**src/rtl/subleq_mem_arbiter.sv**
```systemverilog
// Two-port (CPU + debug/loader) arbiter in front of a single-port synchronous memory.
// Runs one 3-cycle access at a time, round-robins on contention, and counts CPU stall cycles.
module subleq_mem_arbiter #(
    parameter int WORD_SIZE = 16
) (
    input  logic                 clk,
    input  logic                 areset,
    input  logic                 c_req,
    input  logic                 c_we,
    input  logic [WORD_SIZE-1:0] c_addr,
    input  logic [WORD_SIZE-1:0] c_wdata,
    output logic                 c_ack,
    output logic [WORD_SIZE-1:0] c_rdata,
    input  logic                 d_req,
    input  logic                 d_we,
    input  logic [WORD_SIZE-1:0] d_addr,
    input  logic [WORD_SIZE-1:0] d_wdata,
    output logic                 d_ack,
    output logic [WORD_SIZE-1:0] d_rdata,
    input  logic                 d_hold,
    output logic                 m_en,
    output logic                 m_we,
    output logic [WORD_SIZE-1:0] m_addr,
    output logic [WORD_SIZE-1:0] m_wdata,
    input  logic [WORD_SIZE-1:0] m_rdata,
    output logic [15:0]          c_wait_cnt
);

    localparam logic [1:0] ST_IDLE   = 2'd0;
    localparam logic [1:0] ST_ACCESS = 2'd1;
    localparam logic [1:0] ST_RESP   = 2'd2;

    logic [1:0]           state_r;
    logic [1:0]           state_nxt_s;
    logic                 last_dbg_r;
    logic                 sel_dbg_r;
    logic                 lat_we_r;
    logic [WORD_SIZE-1:0] lat_addr_r;
    logic [WORD_SIZE-1:0] lat_wdata_r;
    logic [WORD_SIZE-1:0] c_rdata_r;
    logic [WORD_SIZE-1:0] d_rdata_r;
    logic [15:0]          c_wait_cnt_r;

    logic c_elig_s;
    logic d_elig_s;
    logic grant_s;
    logic grant_dbg_s;

    // Eligibility and round-robin winner selection for the IDLE decision.
    always_comb begin
        c_elig_s    = c_req & ~d_hold;
        d_elig_s    = d_req;
        grant_s     = c_elig_s | d_elig_s;
        // On contention, debug wins only if the CPU was the last port granted.
        grant_dbg_s = d_elig_s & (~c_elig_s | ~last_dbg_r);
    end

    // Next-state logic of the IDLE -> ACCESS -> RESP sequencer.
    always_comb begin
        state_nxt_s = ST_IDLE;
        case (state_r)
            ST_IDLE: begin
                if (grant_s) begin
                    state_nxt_s = ST_ACCESS;
                end else begin
                    state_nxt_s = ST_IDLE;
                end
            end
            ST_ACCESS: state_nxt_s = ST_RESP;
            ST_RESP:   state_nxt_s = ST_IDLE;
            default:   state_nxt_s = ST_IDLE;
        endcase
    end

    // State register, grant bookkeeping, operand latch and per-port read data.
    always_ff @(posedge clk) begin
        if (areset) begin
            state_r     <= ST_IDLE;
            last_dbg_r  <= 1'b1;
            sel_dbg_r   <= 1'b0;
            lat_we_r    <= 1'b0;
            lat_addr_r  <= '0;
            lat_wdata_r <= '0;
            c_rdata_r   <= '0;
            d_rdata_r   <= '0;
        end else begin
            state_r <= state_nxt_s;
            if (state_r == ST_IDLE && grant_s) begin
                sel_dbg_r   <= grant_dbg_s;
                last_dbg_r  <= grant_dbg_s;
                lat_we_r    <= grant_dbg_s ? d_we    : c_we;
                lat_addr_r  <= grant_dbg_s ? d_addr  : c_addr;
                lat_wdata_r <= grant_dbg_s ? d_wdata : c_wdata;
            end
            // Memory read data is valid during RESP; capture it only for a read.
            if (state_r == ST_RESP && !lat_we_r) begin
                if (sel_dbg_r) begin
                    d_rdata_r <= m_rdata;
                end else begin
                    c_rdata_r <= m_rdata;
                end
            end
        end
    end

    // CPU stall counter, saturating so long debug holds never wrap it.
    always_ff @(posedge clk) begin
        if (areset) begin
            c_wait_cnt_r <= 16'd0;
        end else if (c_req && !c_ack && c_wait_cnt_r != 16'hFFFF) begin
            c_wait_cnt_r <= c_wait_cnt_r + 16'd1;
        end
    end

    // Strobes are gated by reset so an interrupted access neither writes nor acks.
    assign m_en       = (state_r == ST_ACCESS) & ~areset;
    assign m_we       = m_en & lat_we_r;
    assign m_addr     = lat_addr_r;
    assign m_wdata    = lat_wdata_r;
    assign c_ack      = (state_r == ST_RESP) & ~sel_dbg_r & ~areset;
    assign d_ack      = (state_r == ST_RESP) &  sel_dbg_r & ~areset;
    assign c_rdata    = c_rdata_r;
    assign d_rdata    = d_rdata_r;
    assign c_wait_cnt = c_wait_cnt_r;

endmodule

```
**config.mk**
```make
export PLATFORM = sky130hd
export DESIGN_NAME = subleq_mem_arbiter
export DESIGN_NICKNAME = d
export VERILOG_FILES = /design/src/rtl/subleq_mem_arbiter.sv
export SDC_FILE = /design/constraint.sdc
export NUM_CORES = 1
export LEC_CHECK = 0
export BUFFER_PORTS_ARGS = -buffer_cell sky130_fd_sc_hd__clkbuf_2
export CAP_MARGIN = 30
export CORE_ASPECT_RATIO = 0.6
export CORE_MARGIN = 5
export CORE_UTILIZATION = 47
export DETAILED_ROUTE_END_ITERATION = 12
export HOLD_SLACK_MARGIN = 0.02
export PLACE_DENSITY = 0.88
export RECOVER_POWER = 25
export SLEW_MARGIN = 10
export SYNTH_ARGS = -nofsm -noshare
export SYNTH_HDL_FRONTEND = slang
export SYNTH_SLANG_ARGS = --single-unit
export TNS_END_PERCENT = 5
```
**constraint.sdc**
```tcl
create_clock -name clk -period 2.23 [get_ports clk]
set_clock_uncertainty 0.2 [all_clocks]
set_input_delay 0.1115 -clock clk [delete_from_list [all_inputs] [get_ports clk]]
set_output_delay 0.1115 -clock clk [all_outputs]
set_load 0.02 [all_outputs]
```
; ---- Yosys cells after proc, flatten, opt, wreduce, memory -nomap -nowiden
; Cells that the tools add are included.
[totals]
reg_bits = 85
latchBits = 0
mem_bits_rw = 0
rom_bits = 0
elab_cells = 42
n_memories = 0
[classes]
add_sub_neg = 1
mul = 0
div_mod_pow = 0
order_cmp = 0
eq_ne = 3
n_shift = 0
mux = 5
n_bitwise = 15
n_reduce_logical = 9
[ops]
columns = op, n
row1 = $mux W16, 2
row2 = $add A16 B1 Y16 const B, 1
row3 = $ne A16 B16 Y1 const B, 1
row4 = $and A1 B1 Y1, 8
row5 = $not A1 Y1, 5
row6 = $logic_and A1 B1 Y1, 4
row7 = $pmux W2 S2, 1
row8 = $reduce_and A2 Y1, 2
row9 = $eq A2 B1 Y1 const B, 1
row10 = $eq A2 B2 Y1 const B, 1
row11 = $logic_not A1 Y1, 2
row12 = $logic_not A2 Y1, 1
row13 = $mux W1, 2
row14 = $or A1 B1 Y1, 2

; ---- Longest topological paths before layout
; Gate-level depths: netlist of run 1.
[logic_depth]
word_depth = 6
ltp_mapped = 7
ltp_nobuf = 5

; ---- Worst setup path after synthesis of run 1
; No wires, ideal clock.
[synth_timing]
path_type = reg-to-reg
start = register c_wait_cnt_r[0] (netlist: c_wait_cnt[0])
end = register c_wait_cnt_r[3] (netlist: c_wait_cnt[3])
setup_ns = 0.123
arrival_time_ns = 1.791
t_required_ns = 1.907
slack_ns = 0.116
path_stages_with_launch = 6
n_path_buf = 0
period_less_slack_ns = 2.114
path_cell_list = dfxtp_1 > ha_1 > nand2_1 > nor4_4 > a211oi_1 > mux2_1
[synth_between]
elab_chain_cells = 2
[synth_lines]
columns = item, line_no
row1 = "start, declared", 42  ; logic [15:0] c_wait_cnt_r;
row2 = "start signal, assigned", 111  ; c_wait_cnt_r <= c_wait_cnt_r + 16'd1;
row3 = branches (longest 2 deep; another with $add A16 B1 Y16), --
; Parallel ways; which one is timed is not known.
; A chain may end at the register's enable or synchronous reset.

; ---- Final worst setup path of run 1
[layout_timing]
start = register last_dbg_r
end = register lat_wdata_r[8] (netlist: m_wdata[8])
[layout_between]
elab_chain_cells = 4
[layout_lines]
columns = item, line_no
row1 = "start, declared", 35  ; logic last_dbg_r;
row2 = "start signal, assigned", 90  ; last_dbg_r <= grant_dbg_s;
row3 = $not A1 Y1, 55  ; grant_dbg_s = d_elig_s & (~c_elig_s | ~last_dbg_r);
row4 = $or A1 B1 Y1, 55
row5 = $and A1 B1 Y1, 55
row6 = $mux W16, 93  ; lat_wdata_r <= grant_dbg_s ? d_wdata : c_wdata;
row7 = "end signal, assigned", 93
row8 = "end, declared", 39  ; logic [WORD_SIZE-1:0] lat_wdata_r;
; Every way passes these cells.

==> qor.txt, run 1 <==
Async SR Flop Fraction -> 0%
Rows -> 25
Minimum clock period -> 2.10 ns
Die area -> 0.00974 mm2
Vias -> 4,154
Post-synth top cells -> dfxtp_1 (85), nand2_1 (76), a21oi_1 (42)
I/O Buffers -> 170
CTS clk-pin slew, worst paths -> 0.07 ns
Met2 Usage GRT -> 46.7%
Resize count post-CTS -> 0
Max Cap Viol -> 0
Die height -> 78.5 um
Clock buffer depth -> 2
Cell with the most instances after synthesis -> dfxtp_1
Setup TNS -> 0 ns
H-tree levels -> 3
Antenna Violating Nets Remaining -> 0
Required time of the critical path -> 2.21 ns
Met1 GRT Util -> 28.1%
Slew headroom -> 39.4%
Pleak -> 2.44 nW
CTS tree -> yes
YS warnings -> 0
Fin area -> 0.00572 mm2
Max Slew Vio Count -> 0
Starting Density -> 47.4%
Seq/Total Area, Yosys -> 46.3%
NumNets Final -> 755
Startpoint types -> flop
Delay-heaviest family, CP -> buffers and inverters
WP buf/inv -> 2
DR pass1 iterations -> 5
Peak supply drop -> 469 uV
Max incr delay on CP -> 0.60 ns
Worst setup margin -> 0.129 ns
Grt met3 use -> 9.07%
Worst Setup SP -> last_dbg_r
Hold Path Origin -> d_hold
TritonCTS Buffers -> 9
WP data arrival -> 2.08 ns
Kind of critical path -> flop to flop
IO Pins -> 171
DRT iter0 DRCs -> 211
Post-synth EDFFs -> 0
Yosys reg bits -> 85
Sink Count -> 85
GP Congestion -> 0.846
Most Used Layer, Global Route -> met2
Overflow after GRT -> 0
Worst hold path class -> input pin to flop
Layout cells sized above 1 -> 24.6%
Drt wl/cell -> 16.3 um
Largest net degree at the start of global routing -> 92
Fin. Hold Viols -> 0
Post-Route WL -> 12,700 um
Remaining DRCs -> 0
Top FF cell, synth -> dfxtp_1
Reg2Reg Setup Slack -> 0.13 ns
Initial antenna violation count -> 1
Number of global-route vias before repair -> 4,230
Area contributors post-synth -> dfxtp_1 (46%), mux2i_1 (9.3%), nand2_1 (7.8%), a211oi_1 (7.2%), a21oi_1 (5.7%)
Overall Power -> 3.91 mW
Cell area power density -> 682 mW/mm2
RSZ-0062 raised after global routing -> false
HPWL after DPL -> 7590 um
Fmax -> 476 MHz
Setup crit end -> m_wdata[8]
Slowest cell on crit path -> dlygate4sd3_1
Max FO, Critical Path -> 17
Synth Instances -> 422
Die W -> 124 um
Total Routing Usage GR -> 26.2%
Synth top area share -> 46.3%
Reg2Reg Launch Point -> last_dbg_r
Synth unique cells -> 44
Root buf cell -> clkbuf_16
Clk_lat worst skew -> 0.34 ns
Area leader, netlist -> dfxtp_1
Setup WS pre-CTS -> 0.230 ns
Core Util, Final -> 73.8%
Synthesized cell area -> 0.00367 mm2
Worst reg2reg endpoint -> m_wdata[8]
Drt via density -> 5.32
Core Area -> 0.00776 mm2
R2R cell count -> 6
Outcome -> finished clean
Setup Fix Bufs, Post-CTS -> 0
Tcrit/Tclk final -> 94.2%
Post-Syn Nets -> 510
First-pass GRT wire length -> 20,100 um
Area Growth Syn to Fin -> 55.8%
CP cell instances -> nand3b_1 -> nand2_2 -> buf_12 -> mux2i_1 -> dlygate4sd3_1 -> a211oi_1
Setup violators final -> 0
Critical path depth in cells -> 6
Placed inst area -> 0.00459 mm2
CP Capture Type -> flop
Mean Syn Cell Area -> 8.71 um2
Tightest Pin Transition -> 0.908 ns
[stage by stage]
step	instances	hold WS, ns
4_1_cts	779	0.0386
3_5_place_dp	678	0.157
5_1_grt	781	0.0986
3_3_place_gp	678	0.149
2_1_floorplan	422	0.0475
6_report	781	0.0626
[worst min-delay path, cell delays in order]
cell and delay (ns):
clkbuf_2 0.08, nand3b_1 0.13, nand3_1 0.10, a21oi_1 0.13
[how the worst min path moves through the flow]
stage | endpoint | slack [ns] | cells past startpoint
3_5_place_dp | c_rdata[15] | 0.16 | 3
4_1_cts | sel_dbg_r | 0.04 | 4
6_report | sel_dbg_r | 0.06 | 4
2_1_floorplan | d_rdata[10] | 0.05 | 2
3_3_place_gp | c_rdata[14] | 0.15 | 3
5_1_grt | sel_dbg_r | 0.1 | 4
[layout make-up]
cell class	count	area, um2
Multi-Input combinational cell	303	1820
Clock buffer	9	225
Inverter	4	15.0
Antenna cell	1	2.50
Sequential cell	85	1700
Clock inverter	7	81.3
Fill cell	591	2030
Timing Repair Buffer	264	1750
Tap cell	108	135
[per-layer routing]
| layer | wire length (um) | vias to the layer above | share of wire [%] |
|---|---|---|---|
| li1 | - | 1994 | - |
| met1 | 4870 | 1957 | 38 |
| met2 | 6560 | 165 | 52 |
| met3 | 915 | 38 | 7.2 |
| met4 | 368 | 0 | 2.9 |
| met5 | 0 | - | 0 |
[layout by cell type (no fill, tap or decap), types with 10 or more instances in the layout]
master and n:
clkbuf_1 41, nor2_1 40, a21oi_1 42, clkbuf_16 10, dlygate4sd3_1 85, mux2i_1 34
nand2_1 75, clkbuf_2 128, dfxtp_1 85, a211oi_1 35
[repair_timing]
item | 4_1_cts | 5_1_grt
endpoints found under the setup margin | 0 | 1
hold endpoints to repair | 69 | 0
hold buffers | 85 | 0
[sequential cells by signal (all words and copies together) (netlist names)]
| register | count |
|---|---|
| c_rdata | 16 |
| c_wait_cnt | 16 |
| d_rdata | 16 |
| m_addr | 16 |
| m_wdata | 16 |
| state_r | 2 |
| last_dbg_r | 1 |
| lat_we_r | 1 |
| sel_dbg_r | 1 |
[report_power, final]
| part | internal, mW | total (mW) | switching (mW) | leakage, nW |
|---|---|---|---|---|
| clock network | 0.881 | 1.52 | 0.637 | 0.147 |
| registers | 1.61 | 1.66 | 0.0544 | 0.695 |
| logic | 0.340 | 0.727 | 0.387 | 1.60 |
[cells by family (layout without fill, tap and decap cells)]
kind of cell             after synthesis  in the layout  share of synthesized area [%]
buffers and inverters                 34            284                           4.53
adder cells (fa/ha/maj)                1              1                          0.340
other                                  0              1                              0
AND/OR/NAND/NOR                      171            171                           22.6
flip-flops                            85             85                           46.3
multiplexers                          36             36                           9.87
AO/OA/AOI/OAI                         95             95                           16.4
No activity file was read; power rests on OpenSTA's default activity.
==> inputs of run 2 (changes only) <==
CORE_MARGIN = 2   (was 5)
==> qor.txt, run 2 (synthesis results as in run 1) <==
Outcome -> finished clean
Drt via density -> 5.36 (+0.69%)
Area Growth Syn to Fin -> 55.1%
Met2 Usage GRT -> 51.5% (+4.8 points)
Rows -> 24 (-4.0%)
GP Congestion -> 0.848 (+0.24%)
Tcrit/Tclk final -> 94.9% (+0.66 points)
Fin. Hold Viols -> 0 (unchanged)
Fillers -> 517 (-13%)
Minimum clock period -> 2.12 ns (+0.0146 ns)
CP cell instances -> nand3b_1 -> nand2_2 -> buf_4 -> mux2i_1 -> dlygate4sd3_1 -> a211oi_1
Die area -> 0.00857 mm2 (-12%)
Sink Count -> 85 (unchanged)
Vias -> 4,156 (+0.048%)
I/O Buffers -> 170 (unchanged)
Antenna diodes -> 0 (-1)
Max FO, Critical Path -> 16 (-1)
Total Routing Usage GR -> 28.4% (+2.3 points)
Largest net degree at the start of global routing -> 92 (unchanged)
Hold Path Origin -> d_hold
WP data arrival -> 2.15 ns (+0.07 ns)
IO Pins -> 171 (unchanged)
CP Capture Type -> flop
Root buf cell -> clkbuf_16
Sw Ratio -> 26.7% (-0.94 points)
Remaining DRCs -> 0 (unchanged)
Setup violators final -> 0 (unchanged)
Commonest cells after routing, fill and taps aside -> clkbuf_2 (128), dfxtp_1 (85), dlygate4sd3_1 (85)
Required time of the critical path -> 2.26 ns (+0.05 ns)
CTS tree -> yes
Tightest Pin Transition -> 0.896 ns (-0.0127 ns)
Psw -> 1.03 mW (-4.3%)
Initial antenna violation count -> 0 (-1)
Setup crit end -> m_addr[15]
Reg2Reg Setup Slack -> 0.11 ns (about the same)
Reg2Reg Launch Point -> last_dbg_r
NumNets Final -> 755 (unchanged)
TritonCTS Buffers -> 9 (unchanged)
DR pass1 iterations -> 4 (-1)
Antenna Violating Nets Remaining -> 0 (unchanged)
HPWL after DPL -> 7040 um (-7.3%)
Die W -> 118 um (-4.8%)
Most Used Layer, Global Route -> met2
Kind of critical path -> flop to flop
Most common cell after layout, fill and taps aside -> clkbuf_2
Setup TNS -> 0 ns (unchanged)
Core Area -> 0.00742 mm2 (-4.4%)
Max Slew Vio Count -> 0 (unchanged)
Die height -> 72.5 um (-7.6%)
Met1 GRT Util -> 30.4% (+2.3 points)
Slowest cell on crit path -> dlygate4sd3_1
Peak supply drop -> 400 uV (-15%)
Slew headroom -> 40.3% (+0.85 points)
H-tree levels -> 3 (unchanged)
Startpoint types -> flop
DRT iter0 DRCs -> 236 (+12%)
Setup Fix Bufs, Post-CTS -> 0 (unchanged)
Fmax -> 473 MHz (-0.69%)
Grt met3 use -> 8.73% (-0.34 points)
Internal Power -> 2.84 mW (+0.32%)
Clk_lat worst skew -> 0.34 ns (about the same)
Clk pwr share -> 38.4% (-0.5 points)
Pleak -> 2.43 nW (-0.53%)
Drt wl/cell -> 15.5 um (-5.1%)
Starting Density -> 49.5% (+2.2 points)
Cell area power density -> 679 mW/mm2 (-0.51%)
Worst reg2reg endpoint -> m_addr[15]
Clock buffer depth -> 2 (unchanged)
Post-Route WL -> 12,000 um (-5.7%)
CTS clk-pin slew, worst paths -> 0.06 ns (about the same)
Worst hold path class -> input pin to flop
Combinational power share -> 18.5% (about the same)
Worst Setup SP -> last_dbg_r
Max Cap Viol -> 0 (unchanged)
First-pass GRT wire length -> 19,200 um (-4.4%)
Number of global-route vias before repair -> 4,116 (-2.7%)
Overflow after GRT -> 0 (unchanged)
R2R cell count -> 6 (unchanged)
Layout cells sized above 1 -> 24.6% (unchanged)
Core Util, Final -> 76.8% (+3.0 points)
Flop pwr share -> 43.0% (+0.5 points)
Max incr delay on CP -> 0.58 ns (-0.02 ns)
run 2: changes by cell type in the layout (fill, tap and decap cells not counted), sizes merged:
cell / change
buf: +1
clkinv: -1
clkinvlp: +2
diode: -1
inv: -2
run 2: cell type report:
cell class | count | area [um2] | area share [%]
clock buffer | 10 | 239 | 4.19
inverter | 4 | 15.0 | 0.264
sequential | 85 | 1700 | 29.9
clock inverter | 6 | 62.6 | 1.10
tap | 104 | 130 | 2.28
timing repair buffer | 264 | 1730 | 30.4
multi-input combinational | 303 | 1820 | 31.9
run 2: worst min path at each step:
stage / to / cells after the start / slack [ns]
CTS: sel_dbg_r / 4 / 0.04
finish: sel_dbg_r / 4 / 0.06
detailed placement: c_rdata[15] / 3 / 0.16
floorplan: d_rdata[10] / 2 / 0.05
global route: sel_dbg_r / 4 / 0.08
global placement: d_rdata[7] / 3 / 0.15
run 2: power groups by stage:
stage / combinational, mW / sequential [mW] / clock (mW)
after floorplan: 0.252 / 1.78 / 0
after global placement: 0.541 / 1.69 / 0
after detailed placement: 0.556 / 1.69 / 0
after CTS: 0.701 / 1.66 / 1.50
after global routing: 0.774 / 1.67 / 1.57
final: 0.717 / 1.66 / 1.49
run 2: metrics by stage:
step	hold WS, ns	cell area [um2]	worst slack [ns]	total power [mW]	std cells
2_1_floorplan	0.0475	3670	0.116	2.03	422
3_3_place_gp	0.148	4590	0.329	2.23	675
3_5_place_dp	0.159	4590	0.280	2.25	675
4_1_cts	0.0412	5750	0.147	3.86	776
5_1_grt	0.0832	5700	-0.00261	4.01	776
6_report	0.0631	5700	0.115	3.87	776
run 2: worst max-delay path: cells and delay by family (launching register included):
kind	cells	cell delay (ns)
compound gates	1	0.27
buf+inv	2	0.87
flops	1	0.33
mux	1	0.12
simple gates	2	0.22
run 2: timing repair:
item,in CTS,in global routing
setup endpoints to repair,0,1
endpoints found under the hold margin,69,0
hold buffers,85,0
gates resized for setup,0,1
run 2: per-layer routing:
metal | part of all wire (%) | vias to the layer above
met3 | 6.9 | 43
met1 | 39 | 1921
met5 | 0 | -
met2 | 51 | 192
li1 | - | 2000
met4 | 3.4 | 0
